<file path="src/rtl/pe_pkg.sv">
// pe_pkg: shared state type, default accumulator width and the output
// conversion helper used by psum_accumulator.
// Build option: PSUM_SAT_EN selects saturating conversion in sat_trunc;
// without it the conversion wraps to the low data_w bits.
package pe_pkg;

  typedef enum logic [1:0] {
    IDLE = 2'd0,
    RUN  = 2'd1,
    DONE = 2'd2
  } state_t;

  localparam int DEF_ACC_WIDTH = 32;

  // Working width of sat_trunc; any accumulator up to this width fits.
  localparam int CONV_W = 64;

  // Narrow a sign-extended accumulator to data_w bits. The caller keeps
  // the low data_w bits of the result.
  function automatic logic signed [CONV_W-1:0] sat_trunc(
    input logic signed [CONV_W-1:0] acc,
    input int                       data_w
  );
`ifdef PSUM_SAT_EN
    logic signed [CONV_W-1:0] hi;
    logic signed [CONV_W-1:0] lo;
    hi = (64'sd1 <<< (data_w - 1)) - 64'sd1;
    lo = -(64'sd1 <<< (data_w - 1));
    if (acc > hi) return hi;
    if (acc < lo) return lo;
    return acc;
`else
    return acc & ((64'sd1 <<< data_w) - 64'sd1);
`endif
  endfunction

endpackage

</file>
<file path="src/rtl/psum_adder_tree.sv">
// psum_adder_tree: combinational masked sum of the per-row psums. Row r
// contributes its sign-extended value only when r < row_num.
module psum_adder_tree
  import pe_pkg::*;
#(
  parameter  int DATA_WIDTH  = 16,
  parameter  int ACC_WIDTH   = DEF_ACC_WIDTH,
  parameter  int MAX_ROW_NUM = 16,
  localparam int LOG_MRN     = $clog2(MAX_ROW_NUM)
) (
  input  logic        [MAX_ROW_NUM*DATA_WIDTH-1:0] psum,
  input  logic        [LOG_MRN:0]                  row_num,
  output logic signed [ACC_WIDTH-1:0]              sum
);

  // Accumulate the enabled rows; disabled rows add nothing.
  always_comb begin
    sum = '0;
    for (int r = 0; r < MAX_ROW_NUM; r++) begin
      if (r < int'(row_num)) begin
        sum = sum + ACC_WIDTH'($signed(psum[r*DATA_WIDTH +: DATA_WIDTH]));
      end
    end
  end

endmodule

</file>
<file path="src/rtl/psum_accumulator.sv">
// psum_accumulator: PE cluster output stage. Captures one psum per enabled
// row, reduces the rows, accumulates across input channels in an ofmap-row
// buffer and streams finished ofmap values over valid/ready.
// Build option: define PSUM_SAT_EN for saturating output conversion; the
// default build wraps the result to the low DATA_WIDTH bits.
module psum_accumulator
  import pe_pkg::*;
#(
  parameter  int DATA_WIDTH      = 16,
  parameter  int ACC_WIDTH       = DEF_ACC_WIDTH,
  parameter  int MAX_ROW_NUM     = 16,
  parameter  int MAX_OFMAP_WIDTH = 64,
  parameter  int MAX_CHAN_NUM    = 64,
  localparam int LOG_MRN         = $clog2(MAX_ROW_NUM),
  localparam int LOG_MOW         = $clog2(MAX_OFMAP_WIDTH),
  localparam int LOG_MCH         = $clog2(MAX_CHAN_NUM)
) (
  input  logic                              clk,
  input  logic                              reset,
  input  logic                              i_cfg_start,
  input  logic [LOG_MRN:0]                  i_row_num,
  input  logic [LOG_MOW:0]                  i_ofmap_width,
  input  logic [LOG_MCH:0]                  i_chan_num,
  input  logic [MAX_ROW_NUM*DATA_WIDTH-1:0] i_psum_data,
  input  logic [MAX_ROW_NUM-1:0]            i_psum_valid,
  output logic [MAX_ROW_NUM-1:0]            o_row_ready,
  output logic [DATA_WIDTH-1:0]             o_ofmap_data,
  output logic                              o_ofmap_valid,
  input  logic                              i_ofmap_ready,
  output logic                              o_ofmap_last,
  output logic                              o_busy,
  output logic                              o_done
);

  state_t                          state;
  logic [LOG_MRN:0]                row_num;
  logic [LOG_MOW:0]                ofmap_width;
  logic [LOG_MCH:0]                chan_num;
  logic [LOG_MOW-1:0]              col_ptr;
  logic [LOG_MCH-1:0]              chan_cnt;
  logic                            issue_done;

  logic [MAX_ROW_NUM*DATA_WIDTH-1:0] hold;
  logic [MAX_ROW_NUM-1:0]          hold_full;
  logic [MAX_ROW_NUM-1:0]          row_en;
  logic [MAX_ROW_NUM-1:0]          row_hs;

  logic                            cfg_ok;
  logic                            all_full;
  logic                            out_free;
  logic                            s1_adv;
  logic                            reduce;
  logic                            last_col;
  logic                            first_chan;
  logic                            last_chan;

  logic signed [ACC_WIDTH-1:0]     tree_sum;

  logic                            vld_p1;
  logic signed [ACC_WIDTH-1:0]     sum_p1;
  logic [LOG_MOW-1:0]              col_p1;
  logic                            first_p1;
  logic                            lastch_p1;
  logic                            lastcol_p1;

  logic signed [ACC_WIDTH-1:0]     acc_buf [MAX_OFMAP_WIDTH];
  logic signed [ACC_WIDTH-1:0]     acc_base;
  logic signed [ACC_WIDTH-1:0]     acc_new;
  logic signed [CONV_W-1:0]        conv_full;
  logic                            unused_conv_hi;

  assign cfg_ok = (i_row_num != '0) && (int'(i_row_num) <= MAX_ROW_NUM) &&
                  (i_ofmap_width != '0) && (int'(i_ofmap_width) <= MAX_OFMAP_WIDTH) &&
                  (i_chan_num != '0) && (int'(i_chan_num) <= MAX_CHAN_NUM);

  // Enable mask for the rows taking part in this pass.
  always_comb begin
    row_en = '0;
    for (int r = 0; r < MAX_ROW_NUM; r++) begin
      row_en[r] = (r < int'(row_num));
    end
  end

  assign all_full   = &(hold_full | ~row_en);
  assign out_free   = ~o_ofmap_valid | i_ofmap_ready;
  assign s1_adv     = vld_p1 & out_free;
  // Issue a reduction once every enabled row is held and stage 1 can take it;
  // issue_done stops any spare rows from starting a column past the pass.
  assign reduce     = (state == RUN) & ~issue_done & all_full & (~vld_p1 | s1_adv);
  // A full hold that drains this edge may accept its next psum in the same
  // cycle, which keeps the stream at one column per cycle without a stall.
  assign o_row_ready = {MAX_ROW_NUM{state == RUN}} & row_en &
                       (~hold_full | {MAX_ROW_NUM{reduce}});
  assign row_hs     = i_psum_valid & o_row_ready;

  assign last_col   = ({1'b0, col_ptr} == ofmap_width - (LOG_MOW+1)'(1));
  assign first_chan = (chan_cnt == '0);
  assign last_chan  = ({1'b0, chan_cnt} == chan_num - (LOG_MCH+1)'(1));

  assign o_busy = (state != IDLE);
  assign o_done = (state == DONE);

  psum_adder_tree #(
    .DATA_WIDTH  (DATA_WIDTH),
    .ACC_WIDTH   (ACC_WIDTH),
    .MAX_ROW_NUM (MAX_ROW_NUM)
  ) u_tree (
    .psum    (hold),
    .row_num (row_num),
    .sum     (tree_sum)
  );

  // Stage 2 read-modify-write operand: the first channel starts from zero.
  assign acc_base  = first_p1 ? '0 : acc_buf[col_p1];
  assign acc_new   = acc_base + sum_p1;
  assign conv_full = sat_trunc(CONV_W'(acc_new), DATA_WIDTH);
  assign unused_conv_hi = ^conv_full[CONV_W-1:DATA_WIDTH];

  // Control: FSM, config, column/channel counters, hold flags, pipeline valids, output register.
  always_ff @(posedge clk or negedge reset) begin
    if (!reset) begin
      state         <= IDLE;
      row_num       <= '0;
      ofmap_width   <= '0;
      chan_num      <= '0;
      col_ptr       <= '0;
      chan_cnt      <= '0;
      issue_done    <= 1'b0;
      hold_full     <= '0;
      vld_p1        <= 1'b0;
      o_ofmap_valid <= 1'b0;
      o_ofmap_last  <= 1'b0;
      o_ofmap_data  <= '0;
    end else begin
      case (state)
        IDLE: begin
          if (i_cfg_start && cfg_ok) begin
            state       <= RUN;
            row_num     <= i_row_num;
            ofmap_width <= i_ofmap_width;
            chan_num    <= i_chan_num;
            col_ptr     <= '0;
            chan_cnt    <= '0;
            issue_done  <= 1'b0;
          end
        end
        RUN: begin
          if (o_ofmap_valid && i_ofmap_ready && o_ofmap_last) state <= DONE;
        end
        DONE:    state <= IDLE;
        default: state <= IDLE;
      endcase

      if (reduce) begin
        if (last_col) begin
          col_ptr  <= '0;
          chan_cnt <= chan_cnt + 1'b1;
          if (last_chan) issue_done <= 1'b1;
        end else begin
          col_ptr <= col_ptr + 1'b1;
        end
      end

      if (state != RUN) hold_full <= '0;
      else              hold_full <= (reduce ? '0 : hold_full) | row_hs;

      if (reduce)      vld_p1 <= 1'b1;
      else if (s1_adv) vld_p1 <= 1'b0;

      if (s1_adv && lastch_p1) begin
        o_ofmap_valid <= 1'b1;
        o_ofmap_data  <= conv_full[DATA_WIDTH-1:0];
        o_ofmap_last  <= lastcol_p1;
      end else if (i_ofmap_ready) begin
        o_ofmap_valid <= 1'b0;
      end
    end
  end

  // Stage 0 -> 1: row capture into the holds and reduction into stage 1.
  always_ff @(posedge clk) begin
    for (int r = 0; r < MAX_ROW_NUM; r++) begin
      if (row_hs[r]) hold[r*DATA_WIDTH +: DATA_WIDTH] <= i_psum_data[r*DATA_WIDTH +: DATA_WIDTH];
    end
    if (reduce) begin
      sum_p1     <= tree_sum;
      col_p1     <= col_ptr;
      first_p1   <= first_chan;
      lastch_p1  <= last_chan;
      lastcol_p1 <= last_col;
    end
  end

  // Stage 1 -> 2: non-final channels accumulate into the ofmap-row buffer.
  always_ff @(posedge clk) begin
    if (s1_adv && !lastch_p1) acc_buf[col_p1] <= acc_new;
  end

endmodule

</file>
<file path="config.mk">
export PLATFORM = sky130hd
export DESIGN_NAME = psum_accumulator
export DESIGN_NICKNAME = d
export VERILOG_FILES = /design/src/rtl/pe_pkg.sv /design/src/rtl/psum_adder_tree.sv /design/src/rtl/psum_accumulator.sv
export SDC_FILE = /design/constraint.sdc
export NUM_CORES = 2
export LEC_CHECK = 0
export ABC_AREA = 1
export BUFFER_PORTS_ARGS = -buffer_cell sky130_fd_sc_hd__buf_2
export CAP_MARGIN = 20
export CORE_MARGIN = 3
export CORE_UTILIZATION = 45
export DETAILED_ROUTE_END_ITERATION = 10
export GPL_ROUTABILITY_DRIVEN = 0
export SYNTH_ARGS = -nofsm -noshare
export SYNTH_HDL_FRONTEND = slang
export SYNTH_SLANG_ARGS = --single-unit
</file>
<file path="constraint.sdc">
create_clock -name clk -period 14.25 [get_ports clk]
set_clock_uncertainty 0.1 [all_clocks]
set_input_delay 2.1375 -clock clk [delete_from_list [all_inputs] [get_ports clk]]
set_output_delay 2.1375 -clock clk [all_outputs]
set_load 0.05 [all_outputs]
</file>
After elaboration in Yosys (flattened, before gate mapping)
Memory sizes are Yosys's and may differ from the RTL's. A register that Yosys moved wholly into a read port is not among the register bits. Cells that the tools add are included.

Equal/unequal tests: 7. Reductions and logical operators: 25. Div/mod/pow operators: 0. Bitwise operators: 17. Order comparisons: 19. $mul: 0. Shift operators: 0. $add $sub $neg: 20. Muxes and demuxes: 42.

Operators by type and width (count): $mux W32 (17); $add A32 B16 Y32 (15); $mux W6 (9); $and A16 B16 Y16 (3); $or A16 B16 Y16 (3); $lt A4 B5 Y1 const A (8); $add A32 B32 Y32 (1); $mux W16 (2); $not A16 Y16 (2); $lt A3 B5 Y1 const A (4); $reduce_and A16 Y1 (1); $eq A6 B7 Y1 (2); $le A7 B7 Y1 const B (2); $reduce_bool A7 Y1 (2); $sub A7 B1 Y7 const B (2); $add A6 B1 Y6 const B (2); $mux W1 (11); $logic_and A1 B1 Y1 (10); $lt A1 B5 Y1 const A (2); $lt A2 B5 Y1 const A (2); $reduce_bool A2 Y1 (5); $logic_not A6 Y1 (1); $reduce_and A2 Y1 (3); $le A5 B5 Y1 const B (1); other kinds (12) (20).

Bits in registers: 366. Bits in latches: 0. Bits of input ports: 295. RAM bits: 2048. Bits in read-only memories: 0. Memories: 1. Output and inout bits: 36.

Memories: acc_buf (depth 64, bits a word 32, rd ports 1, clocked after Yosys merged registers in 1, write ports 1, line psum_accumulator.sv:66) `logic signed [ACC_WIDTH-1:0] acc_buf [MAX_OFMAP_WIDTH];`.

Logic depth before layout (Yosys ltp)
Depth in word-level cells: 32. Depth in mapped cells: 118. Depth with buffers taken out: 116.

Hierarchy
From an unflattened synthesis, not the netlist that was laid out.

Cell total of the unflattened synthesis: 9238. Area total of the unflattened synthesis: 83627.7 um2.

By module, submodules not included: psum_accumulator (area each 53386.2 um2, cells each 3862, instances 1); psum_adder_tree (area each 30241.5 um2, cells each 5376, instances 1).

Worst setup path before layout
OpenSTA, ideal clock, no wires.

Kind: flip-flop to flip-flop. Start point: reg row_num[1]. End point: reg sum_p1[15], data pin. Arrival: 15028 ps. Stages on the path, launching flop included: 109. Path buffers: 2. Clock period less this slack: 15380 ps. Setup time: 252 ps. Path slack: -1130 ps. Data required time: 13898 ps. Cell sequence: dfrtp_1 > nor2_2 > nand3_2 > buf_6 > clkbuf_1 > nand2_1 > inv_1 > ha_1 > a21oi_1 > nand2_1 > xnor2_1 > nand2_1 > o21ai_1 > inv_1 > ha_1 > inv_1 > a31oi_1 > o21ai_0 > (+73 left out) > or2_2 > nand3_1 > nand2_1 > ha_1 > xor2_1 > nand2_1 > and2_1 > ha_1 > o21ai_0 > a21o_1 > nand2_1 > ha_1 > inv_1 > o21bai_1 > o21ai_0 > a21oi_1 > nand3b_1 > nand2_1.

Longest elaborated chain between the ends: 32. Elaborated cells on any way between the ends: 47. Those cells by class: add/sub (15); order compare (16); mux (16).

RTL lines: from (decl) (line psum_accumulator.sv:36) `logic [LOG_MRN:0] row_num;`; from (signal assigned) (line psum_accumulator.sv:139) `row_num <= i_row_num;`; $lt A1 B5 Y1 (line psum_adder_tree.sv:20) `if (r < int'(row_num)) begin`; $mux W32 (line psum_adder_tree.sv:20); $add A32 B16 Y32 (line psum_adder_tree.sv:21) `sum = sum + ACC_WIDTH'($signed(psum[r*DATA_WIDTH +: DATA_WIDTH]));`; $mux W32 (line psum_adder_tree.sv:20); $add A32 B16 Y32 (line psum_adder_tree.sv:21); $mux W32 (line psum_adder_tree.sv:20); $add A32 B16 Y32 (line psum_adder_tree.sv:21); $mux W32 (line psum_adder_tree.sv:20); (+17 left out); $mux W32 (line psum_adder_tree.sv:20); $add A32 B16 Y32 (line psum_adder_tree.sv:21); $mux W32 (line psum_adder_tree.sv:20); $add A32 B16 Y32 (line psum_adder_tree.sv:21); $mux W32 (line psum_adder_tree.sv:20); $add A32 B16 Y32 (line psum_adder_tree.sv:21); $mux W32 * (line psum_adder_tree.sv:20); net tree_sum[15] (line psum_accumulator.sv:57) `logic signed [ACC_WIDTH-1:0] tree_sum;`; to (signal assigned) (line psum_accumulator.sv:186) `sum_p1 <= tree_sum;`; to (decl) (line psum_accumulator.sv:60) `logic signed [ACC_WIDTH-1:0] sum_p1;`.

Mark *: on every way through the listed nets, which the timed path passes. The rest lies on a longest branch. A chain may end at the register's enable or synchronous reset.

Final worst setup path
Start point: reg row_num[3]. End point: reg sum_p1[15], data pin.

Same word-level chain as after synthesis.

==> key figures <==
Timing
  • Final Max Slew Viols: 0
  • Max Clk Rate: 66.8 MHz
  • Slew @ Worst Pin: between 1000 and 1500 ps
  • Endpoints failing hold: 0
  • Unrepaired setup endpoints after global routing: true
  • Setup violators final: 4
  • Post-route minimum period: ~15000 ps
  • PnR worst setup slack: -711 ps
  • Worst slew margin: 0.238
  • Fin crit share: 1.05

Run status
  • Violated checks: negative setup slack
  • Status: complete, but fails checks

Clock tree
  • CTS tree: done
  • CTS Hold Bufs: 0
  • Later-pin clock latency in the skew report: approximately 800 ps
  • Total CTS buffers: 144
  • Clk sinks: approximately 1400
  • Clock Tree Root: clkbuf_16
  • Clock-pin slew on the worst setup and hold paths: around 60 ps
  • Htree depth: 4
  • Deepest clock path buffer count: 3

Critical path
  • Crit path to: sum_p1[15]
  • Crit path kind: flop to flop
  • CP max FO: 4
  • Req. time, crit path: roughly 15000 ps
  • Reg2reg start: row_num[3]
  • Worst setup SP type: flop
  • Worst r2r path cells: 110
  • Reg-to-Reg End: sum_p1[15]
  • CP most frequent cell: ha_4
  • CP Launch Point: row_num[3]
  • R2R setup slack: -710 ps
  • Slowest CP cell: dfrtp_2
  • Worst Path Arrival: around 15000 ps
  • Slowest stage delay, CP: 440 ps
  • Setup crit end kind: flop

Synth
  • Cell Area, Synth: about 66000 µm²
  • Mapped Cells: between 6000 and 7000
  • Register bit total from synthesis: 1380
  • Synth cell count leaders: edfxtp_1 (1305), nor2_1 (788), nand2_1 (779)
  • Sequential element share of the synthesized area: 0.622
  • Leading post-synthesis cells by cell area: edfxtp_1 (59%), o21ai_0 (5.2%), ha_1 (4.8%)
  • Primary FF master, synth: edfxtp_1
  • Largest area contributor in the netlist: edfxtp_1
  • Top-count cell post-synth: edfxtp_1
  • Post-synth EDFFs: about 1300
  • Synth Warn #: 0
  • Top cell type's share of synthesized area: 0.594
  • Mapped Nets: approximately 6600
  • Avg Cell Area, Syn: roughly 11 µm²
  • Synth unique cells: between 60 and 70
  • Asr flop ratio synth: 0.0500

Detailed routing
  • DRC Markers: 0
  • Wire per inst: approximately 22 µm
  • Post-route ant nets: 0
  • Pre-antenna DRT Iters: 6
  • Vias per cell: about 5.6
  • Routed vias: around 52000
  • Detailed Route WL: roughly 210000 µm
  • Starting DRT DRC Count: just under 5000

Placement
  • DP HPWL: between 100000 and 150000 µm
  • # port buffers: 330
  • Dpl cells: 8852
  • DP Area: between 70000 and 80000 µm²

Min path
  • Min-delay src: lastcol_p1
  • Hold Path Class: flop to flop

Layout
  • Syn-to-layout area delta: 29.2%
  • NumNets Final: around 7900
  • Share of cells above drive strength 1: 0.308
  • Final cell count without fillers: 9327
  • Design Area, Final: approximately 85000 µm²

Global routing
  • Via count of the first global-routing pass: ~50000
  • Initial antenna violation count: 2
  • Global-route wire length before repair: between 300000 and 400000 µm
  • Total GRT Usage: 0.266
  • GRT Residual Overflow: 0
  • Largest net degree at the start of global routing: between 100 and 150

Die
  • Die Span Y: around 390 µm
  • Die X: slightly below 400 µm
  • I/O pin cnt: ~330
  • CORE AREA: 145000 µm²
  • # rows: roughly 140
  • DIE AREA: 151000 µm²
  • Initial Utilization: 0.456

Flow run
  • Maxcap violations: 0
[flip-flops by register name, summed over array words and instances (netlist names), named ones only]
register       count
o_ofmap_valid      1
acc_buf         1024
chan_num           7
lastch_p1          1
sum_p1            16
o_ofmap_data      16
first_p1           1
issue_done         1
lastcol_p1         1
chan_cnt           6
row_num            5
state              2
vld_p1             1
hold             256
hold_full         16
ofmap_width        7
col_ptr            6
o_ofmap_last       1
col_p1             6
[layer usage]
layer / GRT usage / share of wire
met5: 0 / 0
met4: 0.109 / 0.044
met3: 0.0397 / 0.072
met2: 0.431 / 0.47
met1: 0.360 / 0.41
[cell usage in the layout, fill, tap and decap left out, types with 24 or more instances in the layout]
cell type  count
o221ai_1     191
o21ai_1       49
xor2_1        70
buf_2        329
nand2_1      680
clkbuf_16    145
inv_1        355
clkbuf_1      25
a31oi_1       31
nand4_1       24
nand2_2      101
buf_4       1012
nor2_2        25
o21ai_2       59
inv_2         62
ha_4         138
nor2_1       759
a21oi_2       68
nand3_2       46
o22ai_1       72
ha_1         111
and2_1        25
and2_4        32
o21ai_0      616
a21oi_1      175
nand3_1      362
edfxtp_1    1305
dfrtp_1       68
clkinv_1      33
or2_2         34
[layout make-up]
class / instances / area (µm²)
Antenna cell: 3 / 7.51
Clock buffer: 171 / 3740
Clock inverter: 89 / 923
Fill cell: 11700 / 59300
Inverter: 431 / 1660
Multi-Input combinational cell: 3991 / 26000
Sequential cell: 1380 / 41000
Tap cell: 1903 / 2380
Timing Repair Buffer: 1359 / 9470
[per-stage QoR]
| step | util | TNS, ps | hold WS, ps | worst slack [ps] |
|---|---|---|---|---|
| global placement | 0.525 | -5970 | 331 | -1390 |
| floorplan | - | 0 | 318 | 9.94 |
| CTS | 0.579 | -1070 | 378 | -439 |
| global route | 0.590 | -7490 | 392 | -1500 |
| finish | 0.590 | -1780 | 370 | -711 |
| detailed placement | 0.525 | -8240 | 360 | -1640 |
[worst max-delay path, delay by kind of cell, from the launching register on]
family          cells  cell delay, ps
fa+ha+maj          15            3680
compound gates     17            2350
xor+xnor            7            1100
flops               1             440
buf+inv            18            1370
simple gates       53            5680
[worst min-delay path by stage]
stage,depth (start not counted),endpoint
after floorplan,2,o_ofmap_last
after global placement,2,o_ofmap_last
after detailed placement,2,o_ofmap_last
after CTS,2,o_ofmap_last
after global routing,2,o_ofmap_last
final,2,o_ofmap_last
[timing repair]
action,in CTS,in global routing
resized for setup,408,257
endpoints found under the setup margin,9,11
buffers inserted,168,44
pin swaps,237,233
[logic make-up after synthesis]
logic type / synth area share
adders and majority gates: 0.0524
AOI/OAI and AO/OA: 0.128
and+or+nand+nor: 0.141
buffers and inverters: 0.0413
DFF: 0.622
xor gates and xnor gates: 0.0153
Power is left out: the tool's default activity adds up to more than one toggle a clock period on the data nets, which glitch-free logic cannot reach.
